File: config.mk
export PLATFORM = sky130hd
export DESIGN_NAME = mdu_seq_ctrl
export DESIGN_NICKNAME = d
export VERILOG_FILES = /design/src/rtl/mdu_pkg.sv /design/src/rtl/mdu_iter_core.sv /design/src/rtl/mdu_seq_ctrl.sv
export SDC_FILE = /design/constraint.sdc
export NUM_CORES = 1
export LEC_CHECK = 0
export BUFFER_PORTS_ARGS = -buffer_cell sky130_fd_sc_hd__buf_2
export CORE_ASPECT_RATIO = 0.7
export CORE_MARGIN = 4
export CORE_UTILIZATION = 25
export DETAILED_ROUTE_END_ITERATION = 12
export PLACE_DENSITY = 0.5
export SLEW_MARGIN = 20
export SYNTH_ARGS = -nofsm -noshare
export SYNTH_HDL_FRONTEND = slang
export SYNTH_SLANG_ARGS = --single-unit
export TNS_END_PERCENT = 30
File: constraint.sdc
create_clock -name clk_i -period 4.15 [get_ports clk_i]
set_input_delay 0.83 -clock clk_i [delete_from_list [all_inputs] [get_ports clk_i]]
set_output_delay 0.83 -clock clk_i [all_outputs]
set_load 0.02 [all_outputs]
File: src/rtl/mdu_pkg.sv
// mdu_pkg: shared definitions for the multiply/divide sequencer.
//   - funct codes of the HI/LO instruction group
//   - FSM state encoding
//   - default datapath width and the R-type ALUOp code
package mdu_pkg;

  localparam int         DATA_W_DEF   = 32;
  localparam logic [2:0] RTYPE_OP_DEF = 3'b010;

  localparam logic [5:0] FN_MFHI  = 6'd16;
  localparam logic [5:0] FN_MTHI  = 6'd17;
  localparam logic [5:0] FN_MFLO  = 6'd18;
  localparam logic [5:0] FN_MTLO  = 6'd19;
  localparam logic [5:0] FN_MULT  = 6'd24;
  localparam logic [5:0] FN_MULTU = 6'd25;
  localparam logic [5:0] FN_DIV   = 6'd26;
  localparam logic [5:0] FN_DIVU  = 6'd27;

  typedef enum logic [2:0] {
    ST_IDLE,
    ST_MUL,
    ST_DIV,
    ST_FIX,
    ST_DONE
  } state_e;

  // True for every funct that touches HI/LO (and therefore must stall while busy).
  function automatic logic is_mdu_fn(input logic [5:0] fn);
    return (fn == FN_MFHI) || (fn == FN_MTHI) || (fn == FN_MFLO) || (fn == FN_MTLO) ||
           (fn == FN_MULT) || (fn == FN_MULTU) || (fn == FN_DIV) || (fn == FN_DIVU);
  endfunction

endpackage

File: src/rtl/mdu_iter_core.sv
// mdu_iter_core: iterative datapath for unsigned multiply / divide.
//   clk_i, rst_i : clock, synchronous active-high reset
//   load_i       : load operands (hi=0, lo=a_i, b=b_i), clear counter
//   step_i       : perform one iteration
//   div_i        : 1 = restoring divide step, 0 = shift-add multiply step
//   a_i, b_i     : multiplier/dividend (into lo), multiplicand/divisor
//   hi_o, lo_o   : product {hi,lo}, or remainder (hi) / quotient (lo)
//   last_o       : high on the step that completes the last iteration
module mdu_iter_core #(
  parameter int DATA_W = 32
) (
  input  logic              clk_i,
  input  logic              rst_i,
  input  logic              load_i,
  input  logic              step_i,
  input  logic              div_i,
  input  logic [DATA_W-1:0] a_i,
  input  logic [DATA_W-1:0] b_i,
  output logic [DATA_W-1:0] hi_o,
  output logic [DATA_W-1:0] lo_o,
  output logic              last_o
);

  localparam int CW = $clog2(DATA_W);

  logic [DATA_W-1:0] hi_q, lo_q, b_q;
  logic [CW-1:0]     cnt_q;

  logic [DATA_W:0]   add_sum;  // multiply: partial sum with carry-out
  logic [DATA_W:0]   sh_rem;   // divide: remainder shifted left with next dividend bit
  logic [DATA_W+1:0] diff;     // divide: trial subtraction, MSB is the borrow

  always_comb begin
    add_sum = {1'b0, hi_q} + (lo_q[0] ? {1'b0, b_q} : '0);
    sh_rem  = {hi_q, lo_q[DATA_W-1]};
    diff    = {1'b0, sh_rem} - {2'b00, b_q};
  end

  always_ff @(posedge clk_i) begin
    if (rst_i) begin
      hi_q  <= '0;
      lo_q  <= '0;
      b_q   <= '0;
      cnt_q <= '0;
    end else if (load_i) begin
      hi_q  <= '0;
      lo_q  <= a_i;
      b_q   <= b_i;
      cnt_q <= '0;
    end else if (step_i) begin
      cnt_q <= cnt_q + 1'b1;
      if (div_i) begin
        // Remainder always stays below the divisor, so it fits DATA_W bits.
        hi_q <= diff[DATA_W+1] ? sh_rem[DATA_W-1:0] : diff[DATA_W-1:0];
        lo_q <= {lo_q[DATA_W-2:0], ~diff[DATA_W+1]};
      end else begin
        // Multiplier bits are consumed from lo's LSB while product bits enter at its MSB.
        hi_q <= add_sum[DATA_W:1];
        lo_q <= {add_sum[0], lo_q[DATA_W-1:1]};
      end
    end
  end

  assign hi_o   = hi_q;
  assign lo_o   = lo_q;
  assign last_o = step_i && (cnt_q == CW'(DATA_W - 1));

endmodule

File: src/rtl/mdu_seq_ctrl.sv
// mdu_seq_ctrl: multi-cycle multiply/divide sequencer owning HI/LO.
//   clk_i, rst_i : clock, synchronous active-high reset
//   ALUOp_i      : ALUOp of the EX instruction (R-type marks MDU candidates)
//   funct_i      : funct field of the EX instruction
//   src1_i       : rs (dividend / multiplicand / mthi-mtlo data)
//   src2_i       : rt (divisor / multiplier)
//   stall_o      : freeze IF/ID/EX while an HI/LO instruction waits on a busy unit
//   busy_o       : operation iterating or being sign-corrected
//   done_o       : one-cycle pulse, HI/LO already updated
//   div0_o       : one-cycle pulse alongside done_o for a zero divisor
//   mf_data_o    : HI for mfhi, LO for mflo, else 0
module mdu_seq_ctrl
  import mdu_pkg::*;
#(
  parameter int         DATA_W   = DATA_W_DEF,
  parameter logic [2:0] RTYPE_OP = RTYPE_OP_DEF
) (
  input  logic              clk_i,
  input  logic              rst_i,
  input  logic [2:0]        ALUOp_i,
  input  logic [5:0]        funct_i,
  input  logic [DATA_W-1:0] src1_i,
  input  logic [DATA_W-1:0] src2_i,
  output logic              stall_o,
  output logic              busy_o,
  output logic              done_o,
  output logic              div0_o,
  output logic [DATA_W-1:0] mf_data_o
);

  state_e            state_q;
  logic              busy_q, done_q, div0_q;
  logic              sign1_q, sign2_q, isdiv_q, dz_q;
  logic [DATA_W-1:0] hi_q, lo_q;

  logic              is_rt, is_mdu, is_muldiv, is_div, is_sgn;
  logic              s1, s2, accept_md;
  logic [DATA_W-1:0] a_abs, b_abs;
  logic [DATA_W-1:0] core_hi, core_lo;
  logic              core_last, core_step;

  logic [2*DATA_W-1:0] prod, prod_fix;
  logic [DATA_W-1:0]   q_fix, r_fix, raw_src1;

  // Decode
  assign is_rt     = (ALUOp_i == RTYPE_OP);
  assign is_mdu    = is_rt && is_mdu_fn(funct_i);
  assign is_div    = (funct_i == FN_DIV) || (funct_i == FN_DIVU);
  assign is_sgn    = (funct_i == FN_MULT) || (funct_i == FN_DIV);
  assign is_muldiv = is_rt && (is_div || is_sgn || (funct_i == FN_MULTU));

  // Operand magnitudes; unsigned ops keep the raw value.
  assign s1    = is_sgn && src1_i[DATA_W-1];
  assign s2    = is_sgn && src2_i[DATA_W-1];
  assign a_abs = s1 ? -src1_i : src1_i;
  assign b_abs = s2 ? -src2_i : src2_i;

  // IDLE and DONE are exactly the non-busy states.
  assign accept_md = !busy_q && is_muldiv;
  assign core_step = (state_q == ST_MUL) || (state_q == ST_DIV);

  mdu_iter_core #(.DATA_W(DATA_W)) u_core (
    .clk_i  (clk_i),
    .rst_i  (rst_i),
    .load_i (accept_md),
    .step_i (core_step),
    .div_i  (isdiv_q),
    .a_i    (a_abs),
    .b_i    (b_abs),
    .hi_o   (core_hi),
    .lo_o   (core_lo),
    .last_o (core_last)
  );

  // Sign correction of the unsigned core result.
  assign prod     = {core_hi, core_lo};
  assign prod_fix = (sign1_q ^ sign2_q) ? -prod : prod;
  assign q_fix    = (sign1_q ^ sign2_q) ? -core_lo : core_lo;
  assign r_fix    = sign1_q ? -core_hi : core_hi;
  // On divide-by-zero the core never stepped, so lo still holds |src1|;
  // re-applying the sign recovers the raw dividend (also for -2^31).
  assign raw_src1 = sign1_q ? -core_lo : core_lo;

  always_ff @(posedge clk_i) begin
    if (rst_i) begin
      state_q <= ST_IDLE;
      busy_q  <= 1'b0;
      done_q  <= 1'b0;
      div0_q  <= 1'b0;
      sign1_q <= 1'b0;
      sign2_q <= 1'b0;
      isdiv_q <= 1'b0;
      dz_q    <= 1'b0;
      hi_q    <= '0;
      lo_q    <= '0;
    end else begin
      done_q <= 1'b0;
      div0_q <= 1'b0;
      case (state_q)
        ST_IDLE, ST_DONE: begin
          state_q <= ST_IDLE;
          if (is_rt && funct_i == FN_MTHI) hi_q <= src1_i;
          if (is_rt && funct_i == FN_MTLO) lo_q <= src1_i;
          if (is_muldiv) begin
            sign1_q <= s1;
            sign2_q <= s2;
            isdiv_q <= is_div;
            dz_q    <= is_div && (src2_i == '0);
            busy_q  <= 1'b1;
            if (!is_div)              state_q <= ST_MUL;
            else if (src2_i == '0)    state_q <= ST_FIX;
            else                      state_q <= ST_DIV;
          end
        end
        ST_MUL, ST_DIV: begin
          if (core_last) state_q <= ST_FIX;
        end
        ST_FIX: begin
          if (dz_q) begin
            hi_q <= raw_src1;
            lo_q <= '1;
          end else if (isdiv_q) begin
            hi_q <= r_fix;
            lo_q <= q_fix;
          end else begin
            hi_q <= prod_fix[2*DATA_W-1:DATA_W];
            lo_q <= prod_fix[DATA_W-1:0];
          end
          busy_q  <= 1'b0;
          done_q  <= 1'b1;
          div0_q  <= dz_q;
          state_q <= ST_DONE;
        end
        default: state_q <= ST_IDLE;
      endcase
    end
  end

  assign busy_o    = busy_q;
  assign done_o    = done_q;
  assign div0_o    = div0_q;
  assign stall_o   = busy_q && is_mdu;
  assign mf_data_o = (is_rt && funct_i == FN_MFHI) ? hi_q :
                     (is_rt && funct_i == FN_MFLO) ? lo_q : '0;

endmodule

## Word level (Yosys, flattened, before mapping)

Cells that the tools add are included.

| storage, ports and cells | value |
|---|---|
| bits in latches | 0 |
| bits in read-only memories | 0 |
| word-level logic and storage cells | 110 |
| output and inout port bits | 36 |
| memories | 0 |
| bits of input ports | 75 |
| RAM bits | 0 |
| register bits | 175 |

| cells by class | value |
|---|---|
| bitwise logic cells | 3 |
| shifts and indexed selects | 0 |
| $mul | 0 |
| add/sub/neg operators | 8 |
| $lt $le $gt $ge | 0 |
| eq/ne operators | 18 |
| reductions and logical operators | 37 |
| multiplexer cells | 30 |
| divide/modulo/power cells | 0 |

Operators by type and width:

| cell | count |
|---|---|
| $mux W32 | 19 |
| $neg A32 Y32 | 4 |
| $pmux W32 S2 | 2 |
| $mux W64 | 1 |
| $neg A64 Y64 | 1 |
| $eq A6 B5 Y1 const B | 8 |
| $sub A33 B32 Y34 | 1 |
| $add A32 B33 Y33 | 1 |
| $logic_not A32 Y1 | 1 |
| $logic_and A1 B1 Y1 | 12 |
| $logic_or A1 B1 Y1 | 12 |
| $eq A3 B2 Y1 const B | 3 |
| $pmux W3 S3 | 1 |
| $ne A2 B2 Y1 const B | 4 |
| $reduce_and A2 Y1 | 4 |
| $reduce_or A2 Y1 | 4 |
| $add A5 B1 Y5 const B | 1 |
| $eq A5 B5 Y1 const B | 1 |
| $mux W2 | 2 |
| $reduce_bool A2 Y1 | 2 |
| $eq A3 B1 Y1 const B | 1 |
| $eq A3 B3 Y1 const B | 1 |
| $logic_not A3 Y1 | 1 |
| $mux W1 | 3 |
| 5 further kinds | 6 |

## Longest topological paths before layout

| logic depth | value |
|---|---|
| depth after elaboration | 10 |
| mapped depth | 14 |
| depth with buffers taken out | 11 |

## By module

A second synthesis with hierarchy kept.

| second synthesis, totals | value |
|---|---|
| cells, all modules | 2056 |
| area, all modules | 15676.3 µm² |

By module, submodules not included:

| module | seq. area each (µm²) | area each (µm²) | cells an instance | instances |
|---|---|---|---|---|
| mdu_iter_core | 2021.9 | 8378.0 | 1091 | 1 |
| mdu_seq_ctrl | 1481.4 | 7298.2 | 965 | 1 |

## Worst setup path before layout

No wires, ideal clock.

| timing path | value |
|---|---|
| path type | reg2reg |
| start | register u_core.lo_q[0], in the netlist u_core.lo_o[0] |
| end | register u_core.hi_q[30], in the netlist u_core.hi_o[30] |
| path buffers | 3 |
| setup time | 131 ps |
| arrival time | 3125 ps |
| clock period less this slack | 3256 ps |
| data required time | 4019 ps |
| setup slack | 894 ps |
| cell stages (with the launch flop) | 15 |
| cell sequence | dfxtp_1 clkbuf_1 inv_1 clkbuf_1 nor2_1 ha_1 clkbuf_1 nand2_1 or4_1 or3_1 o22ai_1 o22ai_1 xnor2_1 a221oi_1 o22ai_1 |

| on the way | value |
|---|---|
| word-level cells in the longest chain between the ends | 3 |

Ends and longest elaborated chain:

| element | line | source |
|---|---|---|
| start: declaration | mdu_iter_core.sv:26 | `logic [DATA_W-1:0] hi_q, lo_q, b_q;` |
| start signal: assignment | mdu_iter_core.sv:47 | `lo_q <= a_i;` |
| start signal: assignment | mdu_iter_core.sv:55 | `lo_q <= {lo_q[DATA_W-2:0], ~diff[DATA_W+1]};` |
| start signal: assignment | mdu_iter_core.sv:59 | `lo_q <= {add_sum[0], lo_q[DATA_W-1:1]};` |
| $mux W32 | mdu_iter_core.sv:34 | `add_sum = {1'b0, hi_q} + (lo_q[0] ? {1'b0, b_q} : '0);` |
| $add A32 B33 Y33 | mdu_iter_core.sv:34 |  |
| $mux W32 | mdu_iter_core.sv:52 | `if (div_i) begin` |
| end signal: assignment | mdu_iter_core.sv:54 | `hi_q <= diff[DATA_W+1] ? sh_rem[DATA_W-1:0] : diff[DATA_W-1:0];` |
| end signal: assignment | mdu_iter_core.sv:58 | `hi_q <= add_sum[DATA_W:1];` |
| end: declaration | mdu_iter_core.sv:26 |  |

No other way between the ends.
A chain may end at the register's enable or synchronous reset.

## Worst setup path in the final report

| timing path | value |
|---|---|
| start | register u_core.hi_q[23], in the netlist u_core.hi_o[23] |
| end | register u_core.hi_q[5], in the netlist u_core.hi_o[5] |

| on the way | value |
|---|---|
| word-level cells in the longest chain between the ends | 3 |

Ends and longest elaborated chain:

| element | line | source |
|---|---|---|
| $sub A33 B32 Y34 | mdu_iter_core.sv:36 | `diff = {1'b0, sh_rem} - {2'b00, b_q};` |
| $mux W32 | mdu_iter_core.sv:54 |  |
| $mux W32 | mdu_iter_core.sv:52 |  |

No other way between the ends.

==> run summary <==
- **number of instances on the worst hold path** 2
- **routed length per placed instance** 22.5 um
- **filler cell count** 6743
- **Gates resized, CTS repair** 0
- **Syn Area/Cell** 7.36 sq um
- **type of destination of the critical path** flip-flop
- **start point of the worst hold path** u_core.cnt_q[4]
- **TritonCTS clock tree** built
- **Netlist Area Pre-Place** 15600 sq um
- **critical setup path kind** flip-flop to flip-flop
- **Post-synth ARST share** 0%
- **routed via count divided by cell count** 5.59
- **fraction of power consumed by sequential logic** 40.9%
- **total congestion overflow** 0
- **Max Cap Viol** 0
- **run status** completed
- **yosys warns** 0
- **DPL Wire Length** 51.3 mm
- **DR iter-0 viols** 1887
- **Post-CTS Hold Buffers** 0
- **Net Sw Power** 0.00131 W
- **worst skew pair latency** 470 ps
- **Worst-Margin Slew** 1030 ps
- **input/output buffers** 110
- **class of the tightest hold or removal check** flip-flop to flip-flop
- **worst reg-to-reg path cell count** 10
- **cell taking the most area after synthesis** sky130_fd_sc_hd__dfxtp_1
- **CP Buf/Inv Count** 1
- **leakage** 6.78 nW
- **Fin Hold WS** 471 ps
- **final estimated routing congestion in global placement** 0.964
- **predominant post-synthesis flop cell** sky130_fd_sc_hd__dfxtp_1
- **final routed DRC violation total** 0
- **die boundary width** 307 um
- **Final period util** 92.6%
- **CP cell instances** ha_1 > a21o_1 > a31oi_1 > a21bo_2 > a2111oi_0 > nand2_1 > nor2_2 > buf_4 > a221oi_1 > a211oi_1
- **total area of sequential cells** 3500 sq um
- **maximum number of pins on one net before global-route repair** 84
- **Worst EP arrival** 4220 ps
- **Top-Level Pins** 111
- **post-synthesis mux area share** 7.00%
- **setup repair bufs after CTS** 0
- **Die Outline Area** 66500 sq um
- **number of cells in the finished layout apart from fillers** 2974
- **Critical R2R Capture** u_core.hi_o[5]
- **type of element launching the critical path** flip-flop
- **tightest slew margin relative to the limit** 30.9%
- **CTS root buffer** sky130_fd_sc_hd__clkbuf_16
- **Max IR drop VDD** 0.317 mV
- **floorplan die height** 217 um
- **slowest cell on the critical path** sky130_fd_sc_hd__dfxtp_1
- **Post-Syn Instances** 2118
- **Compound-Gate Fraction of Synth Area** 28.0%
- **largest buffer count on any clock path** 2
- **endpoint with the worst hold slack** u_core.cnt_q[4]
- **number of max-slew violations in the final report** 0
- **switching part of the total** 31.4%
- **number of storage elements in the synthesis netlist** 175
- **net count of the mapped netlist** 2265
- **area growth from synthesis to final layout** 13.6%
- **CORE AREA** 61600 sq um
- **crit path time final** 3840 ps
- **dominant cells by area after synthesis** sky130_fd_sc_hd__dfxtp_1 (22%), sky130_fd_sc_hd__mux2i_1 (6.9%), sky130_fd_sc_hd__xnor2_1 (6.1%)
- **Synth Area in XOR/XNOR** 10.8%
- **via count of the first global-routing pass** 15300
- **Worst Path Required** 4520 ps
- **unique cell type count in the Yosys netlist** 81
- **antenna violations before repair** 2
- **standard-cell row count** 76
- **TritonCTS buffer count** 17
- **origin of the critical flop-to-flop path** u_core.hi_o[23]
- **Vias** 16600
- **adder and majority gate portion of the synthesized area** 5.87%
- **H-Tree Level Count** 4
- **global router's overall resource usage** 19.5%
- **clock tree sinks** 175
- **sequential cell area fraction in the yosys report** 22.5%
- **starting utilization of the core area** 25.3%
- **Final TNS setup** 0 ps
- **Multi-input gate area** 11200 sq um
- **internal power** 0.00287 W
- **delay of the slowest cell on the worst path** 570 ps
- **clk slew on worst S/H paths** 80 ps
- **simple logic cell fraction of the synthesized area** 20.0%
- **CP top delay family** compound AO/OA/AOI/OAI gates
- **part of the total power dissipated in the clock network** 42.5%
- **RSZ-0062 raised after global routing** false
- **number of synthesized flops with an enable pin** 0
- **global-route wire length before repair** 100 mm
- **setup skew after layout** 13.7 ps
- **part of the power in combinational logic** 16.6%
- **# placed instances** 2941
- **Final Routed Wirelength** 67.0 mm
- **cell area power density** 236 nW/um^2
- **max frequency** 0.260 GHz
- **final setup violation count** 0
- **Final ANT Viol Nets** 0
- **dominant combinational cell family by area after synthesis** compound AO/OA/AOI/OAI gates
- **fin nets** 2288
- **Final Power** 0.00418 W
- **final hold vios** 0
- **share of the synthesized area in the top cell type** 22.5%
- **Pre-Repair DR Iteration Count** 6
- **Critical Path Fanout Max** 12
- **Reg2Reg Setup Slack** 310 ps
- **layout cells sized above 1** 11.6%
==> how the worst max path moves through the flow <==
stage / startpoint / to / slack, ps / cells after the start
5_1_grt: u_core.hi_o[23] / u_core.hi_o[5] / 80 / 10
2_1_floorplan: u_core.lo_o[0] / u_core.hi_o[30] / 890 / 14
3_3_place_gp: funct_i[2] / u_core.b_q[1] / 240 / 8
6_report: u_core.hi_o[23] / u_core.hi_o[5] / 310 / 10
4_1_cts: u_core.hi_o[23] / u_core.hi_o[5] / 400 / 10
3_5_place_dp: funct_i[2] / u_core.b_q[1] / 230 / 8
==> cell type report <==
type                    count  share of cell area [%]
clock buffers              18                    2.48
clock inverters            14                   0.940
multi-input cells        1705                    63.3
flip-flops and latches    175                    19.8
diodes                      1                  0.0141
inverters                  65                    1.38
repair buffers            177                    6.32
well taps                 819                    5.79
==> worst min-delay path, cell delays in order, from the launching register on <==
cell	delay, ps
sky130_fd_sc_hd__dfxtp_1	320
sky130_fd_sc_hd__nand2_1	60
sky130_fd_sc_hd__a21oi_1	50
==> power groups by stage <==
stage	Clock, W	Combinational [W]	Sequential (W)
floorplan	0	0.000427	0.00174
global placement	0	0.000670	0.00175
detailed placement	0	0.000671	0.00175
CTS	0.00181	0.000674	0.00171
global route	0.00187	0.000745	0.00171
finish	0.00178	0.000694	0.00171
==> synth_stat cells, types with 19 or more instances <==
cell,count
sky130_fd_sc_hd__o31ai_1,29
sky130_fd_sc_hd__o21ai_0,135
sky130_fd_sc_hd__ha_1,70
sky130_fd_sc_hd__xnor2_1,108
sky130_fd_sc_hd__mux2i_1,108
sky130_fd_sc_hd__nand2_1,207
sky130_fd_sc_hd__nor3_1,40
sky130_fd_sc_hd__a21oi_1,165
sky130_fd_sc_hd__a211oi_1,94
sky130_fd_sc_hd__nand3_1,34
sky130_fd_sc_hd__xor2_1,84
sky130_fd_sc_hd__clkbuf_1,151
sky130_fd_sc_hd__inv_1,64
sky130_fd_sc_hd__a21o_1,26
sky130_fd_sc_hd__dfxtp_1,175
sky130_fd_sc_hd__nor4_1,23
sky130_fd_sc_hd__nand4_1,19
sky130_fd_sc_hd__a221oi_1,57
sky130_fd_sc_hd__a31oi_1,30
sky130_fd_sc_hd__nor2_1,234
sky130_fd_sc_hd__or3_1,25
==> metal layers <==
layer	wire length (um)	up-vias	track usage, %
li1	-	7795	-
met1	34400	8066	31.0
met2	24800	717	25.3
met3	7180	37	6.27
met4	552	2	2.76
met5	106	-	1.16
==> registers in the layout (all words and copies together), names as in the netlist <==
signal / cells
u_core.hi_o: 32
state_q: 3
u_core.cnt_q: 5
dz_q: 1
lo_q: 32
isdiv_q: 1
u_core.b_q: 32
sign2_q: 1
done_o: 1
hi_q: 32
sign1_q: 1
busy_o: 1
div0_o: 1
u_core.lo_o: 32
==> cell usage in the layout, fill, tap and decap left out, types with 7 or more instances in the layout <==
master	count
sky130_fd_sc_hd__nor2_1	231
sky130_fd_sc_hd__nand2_1	207
sky130_fd_sc_hd__dfxtp_1	174
sky130_fd_sc_hd__a21oi_1	165
sky130_fd_sc_hd__o21ai_0	135
sky130_fd_sc_hd__buf_2	109
sky130_fd_sc_hd__mux2i_1	108
sky130_fd_sc_hd__xnor2_1	108
sky130_fd_sc_hd__a211oi_1	94
sky130_fd_sc_hd__xor2_1	83
sky130_fd_sc_hd__ha_1	70
sky130_fd_sc_hd__inv_1	64
sky130_fd_sc_hd__buf_4	63
sky130_fd_sc_hd__a221oi_1	57
sky130_fd_sc_hd__nor3_1	40
sky130_fd_sc_hd__nand3_1	34
sky130_fd_sc_hd__a31oi_1	30
sky130_fd_sc_hd__o31ai_1	29
sky130_fd_sc_hd__a21o_1	26
sky130_fd_sc_hd__or3_1	25
sky130_fd_sc_hd__nor4_1	23
sky130_fd_sc_hd__nand4_1	19
sky130_fd_sc_hd__clkbuf_16	17
sky130_fd_sc_hd__or4_1	16
sky130_fd_sc_hd__o211ai_1	16
sky130_fd_sc_hd__and2_1	13
sky130_fd_sc_hd__or2_2	12
sky130_fd_sc_hd__a311oi_1	11
sky130_fd_sc_hd__o41ai_1	10
sky130_fd_sc_hd__nand2b_1	10
sky130_fd_sc_hd__nor2b_1	9
sky130_fd_sc_hd__o22ai_1	9
sky130_fd_sc_hd__o21a_1	8
sky130_fd_sc_hd__inv_6	7
==> logic make-up (layout without fill, tap and decap cells) <==
group	count (synthesis)	in the layout
AOI/OAI and AO/OA	659	659
xor gates and xnor gates	192	192
adders and majority gates	72	72
buffers and inverters	238	274
DFF	175	175
muxes	109	109
other	0	1
and+or+nand+nor	673	673
==> stage by stage <==
stage / util [%] / setup slack [ps] / area, sq um
2_1_floorplan: - / 894 / 15600
3_3_place_gp: 27.8 / 238 / 17100
3_5_place_dp: 27.8 / 228 / 17100
4_1_cts: 28.7 / 404 / 17700
5_1_grt: 28.7 / 84.4 / 17700
6_report: 28.7 / 307 / 17700
(Power assumes the default switching activity.)
